## src/rtl/csel_pkg.sv

```systemverilog
// Shared constants and helpers for the pipelined carry-select adder/subtractor.
package csel_pkg;

  localparam logic OP_ADD = 1'b0;
  localparam logic OP_SUB = 1'b1;

  localparam int unsigned WIDTH_DEF = 32;
  localparam int unsigned BLK_DEF   = 8;

  // One block resolved per stage, so stage count equals the block count
  function automatic int unsigned calc_nstg(input int unsigned width, input int unsigned blk);
    return width / blk;
  endfunction

endpackage

```

## src/rtl/csel_adder_pipe_if.sv

```systemverilog
// Operand/result handshake bundle for csel_adder_pipe.
interface csel_adder_pipe_if
  import csel_pkg::*;
#(
  parameter int unsigned WIDTH = WIDTH_DEF
) ();

  logic             in_valid;
  logic             in_ready;
  logic [WIDTH-1:0] a;
  logic [WIDTH-1:0] b;
  logic             cin;
  logic             op;
  logic             out_valid;
  logic             out_ready;
  logic [WIDTH-1:0] sum;
  logic             cout;
  logic             ovf;

  modport master (
    output in_valid, a, b, cin, op, out_ready,
    input  in_ready, out_valid, sum, cout, ovf
  );

  modport slave (
    input  in_valid, a, b, cin, op, out_ready,
    output in_ready, out_valid, sum, cout, ovf
  );

endinterface

```

## src/rtl/csel_block.sv

```systemverilog
// Combinational BLK-bit carry-select slice: both carry-in cases rippled in parallel, then selected.
module csel_block
  import csel_pkg::*;
#(
  parameter int unsigned BLK = BLK_DEF
) (
  input  logic [BLK-1:0] a,
  input  logic [BLK-1:0] bx,
  input  logic           csel,
  output logic [BLK-1:0] sum,
  output logic           cout
);

  logic [BLK-1:0] p;
  logic [BLK-1:0] g;
  logic [BLK-1:0] s0;
  logic [BLK-1:0] s1;
  logic [BLK:0]   c0;
  logic [BLK:0]   c1;

  always_comb begin
    p  = a ^ bx;
    g  = a & bx;
    s0 = '0;
    s1 = '0;
    c0 = '0;
    c1 = '0;
    c1[0] = 1'b1;
    for (int unsigned i = 0; i < BLK; i++) begin
      s0[i]   = p[i] ^ c0[i];
      c0[i+1] = g[i] | (p[i] & c0[i]);
      s1[i]   = p[i] ^ c1[i];
      c1[i+1] = g[i] | (p[i] & c1[i]);
    end
    sum  = csel ? s1 : s0;
    cout = csel ? c1[BLK] : c0[BLK];
  end

endmodule

```

## src/rtl/csel_adder_pipe.sv

```systemverilog
// Pipelined carry-select adder/subtractor: one BLK-bit block resolved per stage,
// unresolved operand blocks skewed down the pipe, single global stall enable.
module csel_adder_pipe
  import csel_pkg::*;
#(
  parameter int unsigned WIDTH = WIDTH_DEF,
  parameter int unsigned BLK   = BLK_DEF
) (
  input logic               clk,
  input logic               rst_n,
  csel_adder_pipe_if.slave  bus
);

  localparam int unsigned NSTG = calc_nstg(WIDTH, BLK);

  if ((WIDTH % BLK) != 0) begin : g_bad_cfg
    $error("csel_adder_pipe: WIDTH must be a multiple of BLK");
  end

  logic             en;
  logic [WIDTH-1:0] bx_in;

  // Effective B operand, inverted for subtract
  always_comb begin
    bx_in = bus.b;
    unique case (bus.op)
      OP_ADD:  bx_in = bus.b;
      OP_SUB:  bx_in = ~bus.b;
      default: bx_in = bus.b;
    endcase
  end

  for (genvar k = 0; k < NSTG; k++) begin : g_stg
    localparam int unsigned LO = k * BLK;
    localparam int unsigned RW = WIDTH - LO;

    logic              src_v;
    logic              src_c;
    logic              src_am;
    logic              src_bm;
    logic [RW-1:0]     src_a;
    logic [RW-1:0]     src_bx;
    logic [LO+BLK-1:0] s_d;
    logic [BLK-1:0]    blk_sum;
    logic              blk_cout;

    logic              v_q;
    logic              c_q;
    logic              am_q;
    logic              bm_q;
    logic [LO+BLK-1:0] s_q;

    // Stage 0 takes fresh operands; later stages take the previous stage's leftovers
    if (k == 0) begin : g_src
      assign src_v  = bus.in_valid;
      assign src_c  = bus.cin;
      assign src_a  = bus.a;
      assign src_bx = bx_in;
      assign src_am = bus.a[WIDTH-1];
      assign src_bm = bx_in[WIDTH-1];
      assign s_d    = blk_sum;
    end else begin : g_src
      assign src_v  = g_stg[k-1].v_q;
      assign src_c  = g_stg[k-1].c_q;
      assign src_a  = g_stg[k-1].g_rem.ra_q;
      assign src_bx = g_stg[k-1].g_rem.rb_q;
      assign src_am = g_stg[k-1].am_q;
      assign src_bm = g_stg[k-1].bm_q;
      assign s_d    = {blk_sum, g_stg[k-1].s_q};
    end

    csel_block #(.BLK(BLK)) u_blk (
      .a    (src_a[BLK-1:0]),
      .bx   (src_bx[BLK-1:0]),
      .csel (src_c),
      .sum  (blk_sum),
      .cout (blk_cout)
    );

    always_ff @(posedge clk or negedge rst_n) begin
      if (!rst_n) begin
        v_q  <= 1'b0;
        c_q  <= 1'b0;
        am_q <= 1'b0;
        bm_q <= 1'b0;
        s_q  <= '0;
      end else if (en) begin
        v_q  <= src_v;
        c_q  <= blk_cout;
        am_q <= src_am;
        bm_q <= src_bm;
        s_q  <= s_d;
      end
    end

    // Operand blocks still waiting for a later stage
    if (k < NSTG - 1) begin : g_rem
      logic [RW-BLK-1:0] ra_q;
      logic [RW-BLK-1:0] rb_q;

      always_ff @(posedge clk or negedge rst_n) begin
        if (!rst_n) begin
          ra_q <= '0;
          rb_q <= '0;
        end else if (en) begin
          ra_q <= src_a[RW-1:BLK];
          rb_q <= src_bx[RW-1:BLK];
        end
      end
    end
  end

  // Whole pipe advances unless a held result is being refused
  assign en            = !g_stg[NSTG-1].v_q || bus.out_ready;
  assign bus.in_ready  = en;
  assign bus.out_valid = g_stg[NSTG-1].v_q;
  assign bus.sum       = g_stg[NSTG-1].s_q;
  assign bus.cout      = g_stg[NSTG-1].c_q;
  assign bus.ovf       = (g_stg[NSTG-1].am_q == g_stg[NSTG-1].bm_q) &&
                         (g_stg[NSTG-1].s_q[WIDTH-1] != g_stg[NSTG-1].am_q);

endmodule

```

## src/flat_wrapper.sv

```systemverilog
// flat-port wrapper written by rule: the top's interface ports become plain ports
module csel_adder_pipe_flat import csel_pkg::*;
#(
  parameter int unsigned WIDTH = WIDTH_DEF,
  parameter int unsigned BLK   = BLK_DEF
)
  (clk, rst_n, bus_in_valid, bus_a, bus_b, bus_cin, bus_op, bus_out_ready, bus_in_ready, bus_out_valid, bus_sum, bus_cout, bus_ovf);
  csel_adder_pipe_if #(.WIDTH(WIDTH)) bus_i ();
  input logic clk;
  input logic rst_n;
  input wire logic [$bits(bus_i.in_valid)-1:0] bus_in_valid;
  input wire logic [$bits(bus_i.a)-1:0] bus_a;
  input wire logic [$bits(bus_i.b)-1:0] bus_b;
  input wire logic [$bits(bus_i.cin)-1:0] bus_cin;
  input wire logic [$bits(bus_i.op)-1:0] bus_op;
  input wire logic [$bits(bus_i.out_ready)-1:0] bus_out_ready;
  output wire logic [$bits(bus_i.in_ready)-1:0] bus_in_ready;
  output wire logic [$bits(bus_i.out_valid)-1:0] bus_out_valid;
  output wire logic [$bits(bus_i.sum)-1:0] bus_sum;
  output wire logic [$bits(bus_i.cout)-1:0] bus_cout;
  output wire logic [$bits(bus_i.ovf)-1:0] bus_ovf;
  assign bus_i.in_valid = bus_in_valid;
  assign bus_i.a = bus_a;
  assign bus_i.b = bus_b;
  assign bus_i.cin = bus_cin;
  assign bus_i.op = bus_op;
  assign bus_i.out_ready = bus_out_ready;
  assign bus_in_ready = bus_i.in_ready;
  assign bus_out_valid = bus_i.out_valid;
  assign bus_sum = bus_i.sum;
  assign bus_cout = bus_i.cout;
  assign bus_ovf = bus_i.ovf;
  csel_adder_pipe #(.WIDTH(WIDTH), .BLK(BLK)) u_core (.clk(clk), .rst_n(rst_n), .bus(bus_i));
endmodule
```

## config.mk

```make
export PLATFORM = sky130hd
export DESIGN_NAME = csel_adder_pipe_flat
export DESIGN_NICKNAME = d
export VERILOG_FILES = /design/src/rtl/csel_pkg.sv /design/src/rtl/csel_adder_pipe_if.sv /design/src/rtl/csel_block.sv /design/src/rtl/csel_adder_pipe.sv /design/src/flat_wrapper.sv
export SDC_FILE = /design/constraint.sdc
export NUM_CORES = 1
export LEC_CHECK = 0
export ABC_AREA = 1
export ABC_CLOCK_PERIOD_IN_PS = 5460
export CAP_MARGIN = 15
export CORE_MARGIN = 1.5
export CORE_UTILIZATION = 50
export DETAILED_ROUTE_END_ITERATION = 10
export GPL_ROUTABILITY_DRIVEN = 1
export GPL_TIMING_DRIVEN = 0
export HOLD_SLACK_MARGIN = 0.15
export PLACE_DENSITY = 0.8
export SLEW_MARGIN = 20
export SYNTH_ARGS = -nofsm -noshare
export SYNTH_HDL_FRONTEND = slang
export SYNTH_HIERARCHICAL = 1
export SYNTH_SLANG_ARGS = --single-unit
```

## constraint.sdc

```tcl
create_clock -name clk -period 5.46 [get_ports clk]
set_input_delay 0.819 -clock clk [delete_from_list [all_inputs] [get_ports clk]]
set_output_delay 0.819 -clock clk [all_outputs]
set_load 0.005 [all_outputs]
```

==> impl_metrics.json <==
{
  "synth_nets": 1071,
  "grt-ovfl-total": 0,
  "finalSetupTns_ps": 0,
  "grt_max_degree": 65,
  "yosysWarnings": 6,
  "nFillCells": 1211,
  "coreArea_um2": 16100,
  "pwr-share-seq_pct": 42.3,
  "route.vias.total": 6339,
  "wl_per_cell_um": 13.7,
  "ys_ff_latch": 186,
  "fin_util_pct": 64.1,
  "cts_resized": 0,
  "layout-drive-gt1-share_pct": 6.80,
  "fin_crit_sh_pct": 85.8,
  "die_h_um": 132,
  "cts_root_buf": "clkbuf_16",
  "cts_setup_buffers": 0,
  "cts.sinks": 186,
  "critPathLaunchType": "input pin",
  "holdBufCountCts": 0,
  "io_pins": 106,
  "cts_max_path_buffers": 2,
  "peakVddDrop_v": 0.000307,
  "leakage_nw": 5.50,
  "p_per_area_nw_per_um2": 548,
  "combPwrFrac_pct": 34.8,
  "routed_wl_um": 18100,
  "synth_area_um2": 8290,
  "required_ps": 5810,
  "grt_usage_pct": 22.0,
  "final_cell_mix": "538 x nand2_1, 186 x dfrtp_1, 103 x clkdlybuf4s50_1",
  "area_growth_pct": 24.1,
  "status": "completed",
  "num_rows": 46,
  "firstDrtPassIters": 5,
  "netlist_instances": 965,
  "antenna_left": 0,
  "final_common_cell": "nand2_1",
  "cap_violations": 0,
  "power_switching_w": 0.00202,
  "internal-power_w": 0.00362,
  "pwr-share-clk_pct": 22.9,
  "crit_fanout": 10,
  "htree_num_levels": 4,
  "max_clock_freq_ghz": 0.213,
  "vias_per_cell": 4.81,
  "cp.arrival_ps": 5030,
  "rsz0062_at_grt": "false",
  "setup_viol": 0,
  "post-dp-hpwl_um": 12900,
  "clock_skew_ps": 6.20,
  "initial_core_util_pct": 51.6,
  "grt_pass1_wl_um": 30200,
  "drt_iter0_drc": 487,
  "min_path_type": "input pin to asynchronous set/reset pin",
  "final_nets": 1196,
  "portBuffers": 104,
  "hold_slack_ps": 305,
  "cts_tree": "done",
  "ys_types": 14,
  "criticalPathCategory": "input pin to flop",
  "tightest_slew_ps": 553,
  "regArea_um2": 4650,
  "grt_pass1_vias": 6241,
  "syn_area_per_cell_um2": 8.59,
  "post-route-min-period_ps": 4690,
  "clkLatencyLatePin_ps": 430,
  "endpoint_kind": "flop",
  "drc": 0,
  "fp.dieW_um": 132,
  "drv_slew": 0,
  "dieArea_um2": 17400,
  "antenna_found_initial": 0,
  "p_sw_share_pct": 35.8,
  "finalHoldViolations": 0,
  "cts_made_buffers": 17,
  "seq_area_frac_synth_pct": 56.2,
  "place_congestion": 0.837,
  "antenna_cells": 0,
  "multiInputGateArea_um2": 3070,
  "clk_pin_slew_worst_paths_ps": 70,
  "relSlewSlack_pct": 63.1
}
flip-flops by register name, summed over array words and instances (netlist names), 3 cells and up:
name,flops
u_core/g_stg.v_q,3
u_core/g_stg.c_q,3
u_core/g_stg.s_q,48
u_core/g_stg.g_rem.ra_q,45
u_core/g_stg.g_rem.rb_q,45
u_core/g_stg.bm_q,4
u_core/g_stg.am_q,4
u_core/bus.sum,32
cell families after synthesis:
kind of cell    synth area share (%)
simple gates                    26.1
fa+ha+maj                       7.97
buf+inv                         6.85
flops                           56.2
compound gates                  2.11
xor+xnor                       0.845
worst paths after layout:
| check | from | end | slack [ps] | cells past startpoint |
|---|---|---|---|---|
| min in group clk | u_core/g_stg[2].v_q$_DFFE_PN0P_ | u_core/bus.out_valid$_DFFE_PN0P_ | 470 | 2 |
| max in group asynchronous | rst_n | u_core/g_stg[2].s_q[18]$_DFFE_PN0P_ | 4180 | 3 |
| worst max-delay path | bus_op | u_core/g_stg[0].s_q[7]$_DFFE_PN0P_ | 770 | 19 |
| worst min-delay path | rst_n | u_core/g_stg[0].am_q$_DFFE_PN0P_ | 310 | 1 |
| worst min register to register | u_core/g_stg[2].v_q$_DFFE_PN0P_ | u_core/bus.out_valid$_DFFE_PN0P_ | 470 | 2 |
| worst max register to register | u_core/g_stg[2].g_rem.ra_q[0]$_DFFE_PN0P_ | u_core/bus.sum[31]$_DFFE_PN0P_ | 1470 | 16 |
critical path, cell delays in order:
cell,delay (ps)
buf_2,140
buf_2,320
xor2_1,140
inv_1,70
ha_1,130
inv_1,40
nand2_1,50
nand2_1,80
fa_1,420
fa_1,420
fa_1,440
fa_1,440
fa_1,440
fa_1,410
inv_1,90
fa_1,410
inv_1,60
nand2_1,40
o21ai_0,70
routing by layer:
| metal | up-vias | share of wire (%) | global-route usage (%) |
|---|---|---|---|
| met2 | 184 | 50 | 37.3 |
| met4 | 0 | 2.3 | 8.64 |
| met5 | - | 0 | 0 |
| met1 | 2992 | 42 | 28.5 |
| li1 | 3132 | - | - |
| met3 | 31 | 5.2 | 3.61 |
cell type report:
type / instances / area share, %
sequential: 186 / 45.2
timing repair buffer: 106 / 10.7
inverter: 87 / 3.17
tap: 216 / 2.63
buffer: 46 / 2.35
clock inverter: 13 / 1.71
clock buffer: 19 / 4.40
multi-input combinational: 646 / 29.8
Yosys cell counts:
cell      count  area share, %
buf_1         3           0.14
buf_2        31            1.9
buf_4         8           0.72
clkbuf_1      4           0.18
dfrtp_1     186             56
fa_1         28            6.8
ha_1          8            1.2
inv_1        87            3.9
nand2_1     538             24
nand2_2       1          0.076
nand3_1      24            1.4
nor2_1        4           0.18
o21ai_0      35            2.1
xor2_1        8           0.85
per-stage QoR:
| stage | setup slack, ps | std cells | area, µm² | total power (W) |
|---|---|---|---|---|
| 5_1_grt | 511 | 1319 | 10300 | 0.00608 |
| 3_5_place_dp | 323 | 1287 | 9660 | 0.00433 |
| 2_1_floorplan | 644 | 965 | 8290 | 0.00352 |
| 4_1_cts | 769 | 1319 | 10300 | 0.00566 |
| 3_3_place_gp | -3790 | 1285 | 9600 | 0.00422 |
| 6_report | 774 | 1319 | 10300 | 0.00564 |
power by group through the flow:
stage / clock [W] / combinational, W / sequential [W]
after floorplan: 0 / 0.00121 / 0.00231
after global placement: 0 / 0.00184 / 0.00238
after detailed placement: 0 / 0.00193 / 0.00240
after CTS: 0.00131 / 0.00197 / 0.00239
after global routing: 0.00136 / 0.00226 / 0.00246
final: 0.00129 / 0.00196 / 0.00239
Note: power is estimated with default switching activity, not from simulation.
